--- src/rtl/fib_seq_ctrl.sv ---
// fib_seq_ctrl: start/done sequencer computing Fib(n) iteratively.
//
// An a/b register pair walks the Fibonacci sequence one addition per clock:
// a holds Fib(k) and b holds Fib(k+1) after k steps. A down-counter loaded
// with the requested index decides when to stop. The value in a is then
// delivered as the result.
//
// Overflow is tracked per value rather than per addition. b always runs one
// term ahead of a, so b can wrap while a still fits. Each register carries
// its own sticky "has wrapped" flag, and that flag travels with the value
// when b is copied into a. The reported ovf is the flag attached to a.
//
// Handshake: start is a level request that is looked at only in IDLE. The
// cycle in which the FSM is in IDLE with start==1 is the accepting cycle, and
// n is captured on that same edge. start or n activity while busy (CALC) or
// in DONE is ignored and not queued. done is a single-cycle pulse during
// which result/ovf are already valid, and both stay held until the next
// accepted start.
//
// The FSM state is visible on fsm_state (0=IDLE, 1=CALC, 2=DONE) so external
// checkers can follow the sequencing.

module fib_seq_ctrl #(
    parameter int WIDTH = 16,
    parameter int NW    = 5
) (
    input  logic             clk,
    input  logic             CLR,
    input  logic             start,
    input  logic [NW-1:0]    n,
    output logic             busy,
    output logic             step,
    output logic             done,
    output logic [WIDTH-1:0] result,
    output logic             ovf,
    output logic [1:0]       fsm_state
);

    typedef enum logic [1:0] {
        IDLE = 2'd0,
        CALC = 2'd1,
        DONE = 2'd2
    } state_t;

    state_t           state;
    logic [WIDTH-1:0] a;
    logic [WIDTH-1:0] b;
    logic             a_ovf;     // a holds a value whose true magnitude wrapped
    logic             b_ovf;     // b holds a value whose true magnitude wrapped
    logic [NW-1:0]    cnt;       // additions still to perform
    logic [WIDTH:0]   sum;       // a+b with the carry bit kept

    // Full-width sum so the carry out of the addition can be observed.
    assign sum = {1'b0, a} + {1'b0, b};

    // Sequencer and datapath: reset first, then one FSM transition per edge.
    always_ff @(posedge clk) begin
        if (!CLR) begin
            state  <= IDLE;
            a      <= '0;
            b      <= '0;
            a_ovf  <= 1'b0;
            b_ovf  <= 1'b0;
            cnt    <= '0;
            result <= '0;
            ovf    <= 1'b0;
        end else begin
            case (state)
                IDLE: begin
                    if (start) begin
                        a     <= '0;
                        b     <= {{(WIDTH-1){1'b0}}, 1'b1};
                        a_ovf <= 1'b0;
                        b_ovf <= 1'b0;
                        cnt   <= n;
                        state <= CALC;
                    end
                end
                CALC: begin
                    if (cnt != '0) begin
                        // New b is the sum; it is flagged if either operand was
                        // already wrapped or this addition carried out.
                        a     <= b;
                        b     <= sum[WIDTH-1:0];
                        a_ovf <= b_ovf;
                        b_ovf <= a_ovf | b_ovf | sum[WIDTH];
                        cnt   <= cnt - NW'(1);
                    end else begin
                        result <= a;
                        ovf    <= a_ovf;
                        state  <= DONE;
                    end
                end
                DONE: begin
                    state <= IDLE;
                end
                default: begin
                    state <= IDLE;
                end
            endcase
        end
    end

    // Status strobes decoded straight from state (and cnt for the load strobe).
    always_comb begin
        busy      = (state == CALC);
        step      = (state == CALC) && (cnt != '0);
        done      = (state == DONE);
        fsm_state = state;
    end

endmodule

--- config.mk ---
export PLATFORM = sky130hd
export DESIGN_NAME = fib_seq_ctrl
export DESIGN_NICKNAME = d
export VERILOG_FILES = /design/src/rtl/fib_seq_ctrl.sv
export SDC_FILE = /design/constraint.sdc
export NUM_CORES = 1
export LEC_CHECK = 0
export CAP_MARGIN = 40
export CORE_MARGIN = 2
export CORE_UTILIZATION = 41
export DETAILED_ROUTE_END_ITERATION = 7
export PLACE_DENSITY_LB_ADDON = 0.15
export SYNTH_ARGS = -nofsm -noshare
export SYNTH_HDL_FRONTEND = slang
export SYNTH_SLANG_ARGS = --single-unit
--- constraint.sdc ---
create_clock -name clk -period 2.8 [get_ports clk]
set_clock_uncertainty 0.1 [all_clocks]
set_input_delay 0.7 -clock clk [delete_from_list [all_inputs] [get_ports clk]]
set_output_delay 0.7 -clock clk [all_outputs]
set_load 0.01 [all_outputs]
== Yosys cells after proc, flatten, opt, wreduce, memory -nomap -nowiden ==
Cells that the tools add are included.
W data, S select, Z words.
Word-level totals
  bits in registers: 58
  input bits: 8
  output and inout port bits: 22
Cells by class
  add/sub/neg operators: 2
  eq/ne operators: 5
  muxes and demuxes: 17
  bitwise logic cells: 3
  reductions and logical operators: 7
Operator list (number)
  $mux W16: 4
  $pmux W16 S2: 2
  $add A16 B16 Y17: 1
  $mux W5: 2
  $pmux W5 S2: 1
  $reduce_bool A5 Y1: 1
  $sub A5 B1 Y5 const B: 1
  $mux W2: 2
  $ne A2 B2 Y1 const B: 2
  $pmux W1 S2: 2
  $pmux W2 S2: 1
  $reduce_and A2 Y1: 2
  $mux W1: 3
  $reduce_and A3 Y1: 1
  $eq A2 B1 Y1 const B: 1
  $eq A2 B2 Y1 const B: 1
  $logic_not A2 Y1: 1
  $ne A2 B1 Y1 const B: 1
  $or A1 B1 Y1: 2
  $reduce_bool A2 Y1: 1
  $logic_and A1 B1 Y1: 1
  $not A1 Y1: 1

== Depth between registers and ports, before layout ==
Gate-level depths: netlist of the first run.
  depth in word-level cells: 4
  gate-level depth with buffers: 11
  mapped depth without buffers: 9

== Least setup slack after synthesis of the first run ==
OpenSTA, ideal clock, no wires.
  kind: register -> register
  from: register a[0]
  to: register b[8]
  data arrival time: 1.922 ns
  setup slack: 0.661 ns
  stages on the path, launching flop included: 10
  buffers on the path: 0
  period minus slack after synthesis: 2.139 ns
  cells stage by stage: dfxtp_1 > ha_1 > inv_1 > fa_1 > nor2b_1 > o211ai_1 > a311oi_1 > or2_0 > xor2_1 > a22o_1
On the way
  word-level cells in the longest chain between the ends: 3
Ends and longest elaborated chain
  start, declared: RTL line 46  | logic [WIDTH-1:0] a;
  start signal, assigned: RTL line 60  | a <= '0;
  start signal, assigned: RTL line 71  | a <= '0;
  start signal, assigned: RTL line 83  | a <= b;
  $add A16 B16 Y17: RTL line 54  | assign sum = {1'b0, a} + {1'b0, b};
  $mux W16: RTL line 80  | if (cnt != '0) begin
  $pmux W16 S2: RTL line 68  | case (state)
  end signal, assigned: RTL line 72  | b <= {{(WIDTH-1){1'b0}}, 1'b1};
  end signal, assigned: RTL line 84  | b <= sum[WIDTH-1:0];
  end, declared: RTL line 47  | logic [WIDTH-1:0] b;
Every way passes these cells. The select of a mux whose other input is x is not followed.
A chain may end at the register's enable or synchronous reset.

== Final worst setup path of the first run ==
  from: register a[0]
  to: register b_ovf
On the way
  word-level cells in the longest chain between the ends: 4
Ends and longest elaborated chain
  $add A16 B16 Y17: RTL line 54
  $or A1 B1 Y1: RTL line 86  | b_ovf <= a_ovf | b_ovf | sum[WIDTH];
  $mux W1: RTL line 80
  $pmux W1 S2: RTL line 68
  end signal, assigned: RTL line 86
  end, declared: RTL line 49  | logic b_ovf;
Every way passes these cells. The select of a mux whose other input is x is not followed.

==> results of run 1 <==
-- state kept, by name, summed over array words and instances (netlist names) --
signal / cells
cnt: 5
a_ovf: 1
result: 16
ovf: 1
fsm_state: 2
b: 16
b_ovf: 1
a: 16
-- synth_stat cells (2+ instances only) --
cell type,number
a21boi_0,12
nand3_1,6
inv_2,2
a22o_1,18
ha_1,18
nand2_1,67
a31oi_1,3
buf_4,3
o21a_1,2
xor2_1,6
a211oi_1,5
o21ai_0,20
nand3b_1,2
and2_1,2
o21bai_1,2
o211ai_1,2
a21o_1,3
nor3_1,3
a22oi_1,2
inv_1,12
a21oi_1,22
nor2_1,16
and3_1,2
buf_2,3
dfxtp_1,58
o221ai_1,2
xnor2_1,7
nor2b_1,3
o31ai_1,3
clkbuf_1,5
-- worst max path at each step --
| stage | start | to | cells after the start |
|---|---|---|---|
| after floorplan | a[0] | b[8] | 9 |
| after global placement | cnt[0] | step | 6 |
| after detailed placement | a[0] | b_ovf | 8 |
| after CTS | cnt[0] | step | 6 |
| after global routing | a[0] | b_ovf | 8 |
| final | a[0] | b_ovf | 8 |
-- worst max-delay path, delay by kind of cell (launching register included) --
kind | cells | cell delay, ns
flops | 1 | 0.37
simple gates | 1 | 0.18
buf+inv | 1 | 0.06
compound gates | 4 | 1.00
fa+ha+maj | 2 | 0.61
-- area by class of cell --
class	instances	area, um^2	share of cell area (%)
sequential	58	1161	34.09
tap	80	100.1	2.939
multi-input combinational	245	1551	45.55
clock buffer	11	141.4	4.151
clock inverter	5	53.80	1.580
inverter	14	52.55	1.543
timing repair buffer	36	345.3	10.14
-- power by group through the flow --
stage          combinational [mW]  sequential (mW)  clock (mW)
6_report                    0.241            0.862       0.759
2_1_floorplan               0.162            0.877           0
4_1_cts                     0.241            0.862       0.777
3_5_place_dp                0.241            0.880           0
3_3_place_gp                0.240            0.879           0
5_1_grt                     0.265            0.864       0.814
-- per-stage QoR --
stage	area (um^2)	utilization, %
2_1_floorplan	2825	-
3_3_place_gp	3208	47.75
3_5_place_dp	3208	47.75
4_1_cts	3403	50.65
5_1_grt	3406	50.69
6_report	3406	50.69
-- layer usage --
metal  routed length [um]  share of wire (%)
met1                 3483                 54
met2                 2619                 41
met3                  241                3.7
met4                   97                1.5
met5                    0                  0
-- cell usage in the layout, fill, tap and decap left out, drive strengths merged, types with 2 or more instances in the layout --
master         netlist  routed
nand2               68      68
dfxtp               58      58
clkdlybuf4s50        0      28
a21oi               23      23
o21ai               21      21
a22o                18      18
ha                  18      18
nor2                16      16
inv                 14      14
a21boi              12      12
clkbuf               5      11
xnor2                7       7
buf                  7       7
nand3                6       6
xor2                 6       6
a211oi               5       5
clkinv               0       4
nor2b                3       3
a21o                 3       3
nor3                 3       3
a31oi                3       3
o31ai                3       3
or2                  3       3
nand3b               2       2
o211ai               2       2
o21a                 2       2
and2                 2       2
a22oi                2       2
and3                 2       2
o21bai               2       2
o221ai               2       2
nand2b               2       2
-- kinds of logic (layout without fill, tap and decap cells) --
family / Yosys count / count (layout)
compound gates: 105 / 105
xor+xnor: 13 / 13
fa+ha+maj: 19 / 19
buf+inv: 26 / 66
flops: 58 / 58
simple gates: 108 / 108
-- what timing repair did --
item                       4_1_cts  5_1_grt
hold endpoints to repair         0        0
resized for setup                0        1
setup endpoints to repair        0        1
==> impl_metrics.ini, run 1 <==
[status]
status = finished clean

[global_route]
grt_pass1_wl_um = 10460
overflow = 0
grt_usage_pct = 18.03
grt_max_degree = 29
grtUsageMet2_pct = 24.57
grt_antenna_before_repair = 0
grtUsageMet3_pct = 4.645
grt_pass1_vias = 2133
grt_busiest_layer = met1
grtUsageMet1_pct = 26.78

[power]
p_sw_share_pct = 26.78
power_mw = 1.862
p_int_mw = 1.364
p_leak_nw = 1.346
clkPwrFrac_pct = 40.8
p_per_area_mw_per_mm2 = 546.8
power_frac_comb_pct = 12.9
power_switching_uw = 498.6
pwr-share-seq_pct = 46.3
ir_drop_uv = 294.9

[clocking]
clock-sinks = 58
clk_pin_slew_ns = 0.07
tritoncts.num_buffers = 9
cts.path.max_buffers = 2
h-tree-depth = 3
clk_latency_ns = 0.33
cts_tree = built
postCtsHoldBufs = 0
cts-root-buf = clkbuf_8
cts_setup_buffers = 0

[yosys]
avgSynthCellArea_um2 = 8.587
synth_compound_area_share_pct = 25.60
synth-seq-cells = 58
async_flop_share_pct = 0
synthCells = 329
synth_top_family_by_area = compound AO/OA/AOI/OAI gates
synth_ff_type = dfxtp_1
synthTopCellsByArea = dfxtp_1 41%, nand2_1 8.9%, ha_1 8.0%, a22o_1 5.6%, a21oi_1 3.9%
synth_area_leader_cell = dfxtp_1
synth_warnings = 0
synth-xor-area-share_pct = 4.030
synthesis.nets = 356
synth-seq-area-share_pct = 41.10
synth_fa_ha_area_share_pct = 8.680
netlist-cell-type-count = 48
synth-edff-count = 0
synth_top_area_share_pct = 41.10
synth_simple_gate_area_share_pct = 16.61
synth_area_mm2 = 0.002825
synth.mux.area_fraction_pct = 0

[worst_setup_path]
ff2ff_path_depth = 8
crit_path_top_delay_cell = fa_1
cp_slowest_stage_delay_ns = 0.41
rrSetupSlack_ns = 0.38
worstReg2RegEnd = b_ovf
r2r_start = a[0]
cp-end-kind = flip-flop
worstPathRequired_ns = 2.93
crit_arrival_ns = 2.55
criticalPathCategory = reg -> reg
critPathMaxFanout = 3
worstSetupStartpointType = flip-flop
cp_cell_sequence = ha_1 > inv_1 > fa_1 > nor2b_1 > o211ai_1 > a31oi_1 > o221ai_1 > o41ai_1

[place]
dp.cells = 433
dp_worst_setup_slack_ns = 0.3965
dpl.hpwl_um = 4733
port_buffers = 29
gp_congestion = 0.8642

[sta]
period_share_pct = 86.33
slew_headroom_pct = 61.83
timing.final.hold_violations = 0
max_freq_ghz = 0.4137
fin_crit_ns = 2.417
worstMarginPinSlew_ns = 0.5665
layout_setup_ws_ns = 0.3828
setup_viol = 0
hold_slack_ns = 0.3524
finalSetupTns_ns = 0
maxSlewViolCount = 0
rsz0062_at_grt = no

[finish]
layout.cells.non_filler = 449
nFillCells = 656
antenna_cells = 0
syn_to_final_growth_pct = 20.55
drive_gt1_share_pct = 8.130
layout.nets = 391

[drt]
drtIter0Drc = 125
drc = 0
dr.pass1.iters = 4
wl_um = 6441
antenna_left = 0
route.vias.total = 2382
vias_per_cell = 5.305
wl_per_cell_um = 14.35

[floorplanning]
core-area_mm2 = 0.006719
dieHeight_um = 87.01
row_count = 30
dieWidth_um = 87.01
start_util_pct = 42.05
num_io_pins = 30
dieArea_mm2 = 0.007571

[min_path]
hold_path_depth = 2
min_to = result[10]
hp-class = reg -> reg
hold_path.startpoint = result[10]

[run]
max-cap-violations = 0
Note: power is estimated with default switching activity, not from simulation.
==> inputs of run 2 (changes only) <==
--- a/config.mk
+++ b/config.mk
@@ -7,7 +7,7 @@
 export LEC_CHECK = 0
 export CAP_MARGIN = 40
 export CORE_MARGIN = 2
-export CORE_UTILIZATION = 41
+export CORE_UTILIZATION = 50
 export DETAILED_ROUTE_END_ITERATION = 7
 export PLACE_DENSITY_LB_ADDON = 0.15
 export SYNTH_ARGS = -nofsm -noshare
==> constraint.sdc (replaced) <==
create_clock -name clk -period 2.1 [get_ports clk]
set_clock_uncertainty 0.1 [all_clocks]
set_input_delay 0.525 -clock clk [delete_from_list [all_inputs] [get_ports clk]]
set_output_delay 0.525 -clock clk [all_outputs]
set_load 0.01 [all_outputs]
==> impl_metrics.ini, run 2 (same netlist as run 1, synthesis figures left out) <==
[sta]
max_freq_ghz = 0.4726
slew_headroom_pct = 75.82
layout_setup_ws_ns = -0.01610
finalSetupTns_ns = -0.01610
setup_viol = 1
worstMarginPinSlew_ns = 0.3577
hold_slack_ns = 0.3553
timing.final.hold_violations = 0
period_share_pct = 100.8
maxSlewViolCount = 0
fin_crit_ns = 2.116
rsz0062_at_grt = yes

[clocking]
clock-sinks = 58
cts_tree = built
h-tree-depth = 3
clk_latency_ns = 0.34
cts-root-buf = clkbuf_8
cts.path.max_buffers = 2
tritoncts.num_buffers = 9
clk_pin_slew_ns = 0.07

[worst_setup_path]
endpoint = b[8]
worstReg2RegEnd = b[8]
worstPathRequired_ns = 2.24
startpoint = b[0]
cp_cell_sequence = ha_4 > inv_2 > fa_2 > nor2b_2 > o211ai_1 > a311oi_2 > or2_0 > xor2_1 > a22o_1
worstSetupStartpointType = flip-flop
criticalPathCategory = reg -> reg
critPathMaxFanout = 3
crit_path_top_delay_cell = fa_2
crit_arrival_ns = 2.25
rrSetupSlack_ns = -0.02
cp-end-kind = flip-flop
cp_slowest_stage_delay_ns = 0.36
ff2ff_path_depth = 9
r2r_start = b[0]

[place]
place_area_mm2 = 0.003426
gp_congestion = 0.8620
dp_worst_setup_slack_ns = -0.1332
dpl.hpwl_um = 4694
dp.cells = 452
port_buffers = 29

[global_route]
overflow = 0
grt_antenna_before_repair = 0
grt_usage_pct = 22.77
grt_max_degree = 29
grt_pass1_wl_um = 11010
grt_pass1_vias = 2322

[finish]
final_common_cell = nand2_1
syn_to_final_growth_pct = 32.68
antenna_cells = 0
layout.cells.non_filler = 472
final_area_mm2 = 0.003749
final_cell_mix = 67 x nand2_1, 55 x dfxtp_1, 33 x buf_4
layout.nets = 422
fin_util_pct = 68.50
top_regs = a (16), b (16), result (16)
drive_gt1_share_pct = 19.00

[floorplanning]
num_io_pins = 30
dieHeight_um = 79.17
dieWidth_um = 79.17
dieArea_mm2 = 0.006268
start_util_pct = 51.62
core-area_mm2 = 0.005473
row_count = 27

[status]
violations = setup timing
status = complete, but fails checks

[power]
ir_drop_uv = 567.3
p_leak_nw = 1.521
p_per_area_mw_per_mm2 = 717.0
power_mw = 2.688

[drt]
vias_per_cell = 5.354
route.vias.total = 2527
drc = 0
wl_met3_um = 323
wl_per_cell_um = 14.02
drtIter0Drc = 82
wl_um = 6619
antenna_left = 0
topRoutingLayerUsed = met4
met2WireLength_um = 2940
wl_met1_um = 3260
dr.pass1.iters = 4

[min_path]
hold_path_depth = 2
hp-class = reg -> reg
hold_path.startpoint = result[9]

[run]
max-cap-violations = 0
run 2: cell count changes in the layout (fill, tap and decap cells not counted), sizes merged:
cell	delta
bufinv	+1
clkinv	-2
clkbuf	+2
dlymetal6s2s	-1
clkdlybuf4s50	-1
dlygate4sd2	+1
buf	+31
run 2: report_power, final:
group | switching [mW] | internal [mW]
Sequential | 0.0236 | 1.13
Clock | 0.431 | 0.733
Combinational | 0.219 | 0.153
Total | 0.674 | 2.01
run 2: worst min-delay path by stage:
| stage | to | slack (ns) |
|---|---|---|
| after floorplan | b[13] | 0.34 |
| after global placement | result[11] | 0.34 |
| after detailed placement | result[9] | 0.35 |
| after CTS | result[9] | 0.36 |
| after global routing | result[8] | 0.38 |
| final | result[9] | 0.36 |
run 2: layout make-up:
class / instances / area, um^2
Fill cell: 449 / 1724
Multi-Input combinational cell: 245 / 1607
Sequential cell: 58 / 1165
Timing Repair Buffer: 67 / 605.6
Clock buffer: 12 / 155.1
Tap cell: 72 / 90.09
Clock inverter: 4 / 73.82
Inverter: 14 / 52.55
run 2: timing repair:
item	4_1_cts	5_1_grt
pin swaps	4	10
resized for setup	16	12
hold buffers	0	0
buffers inserted	5	1
setup endpoints to repair	7	12
run 2: critical path, delay by kind of cell (launching register included):
| kind | cells | cell delay, ns |
|---|---|---|
| flip-flops | 1 | 0.35 |
| buffers and inverters | 1 | 0.04 |
| XOR/XNOR | 1 | 0.07 |
| adder cells (fa/ha/maj) | 2 | 0.50 |
| AND/OR/NAND/NOR | 2 | 0.30 |
| AO/OA/AOI/OAI | 3 | 0.66 |
run 2: metal layers:
| layer | vias to the layer above | global-route usage [%] |
|---|---|---|
| li1 | 1297 | - |
| met1 | 1167 | 31.05 |
| met2 | 52 | 33.98 |
| met3 | 11 | 5.795 |
| met4 | 0 | 10.00 |
| met5 | - | 0 |
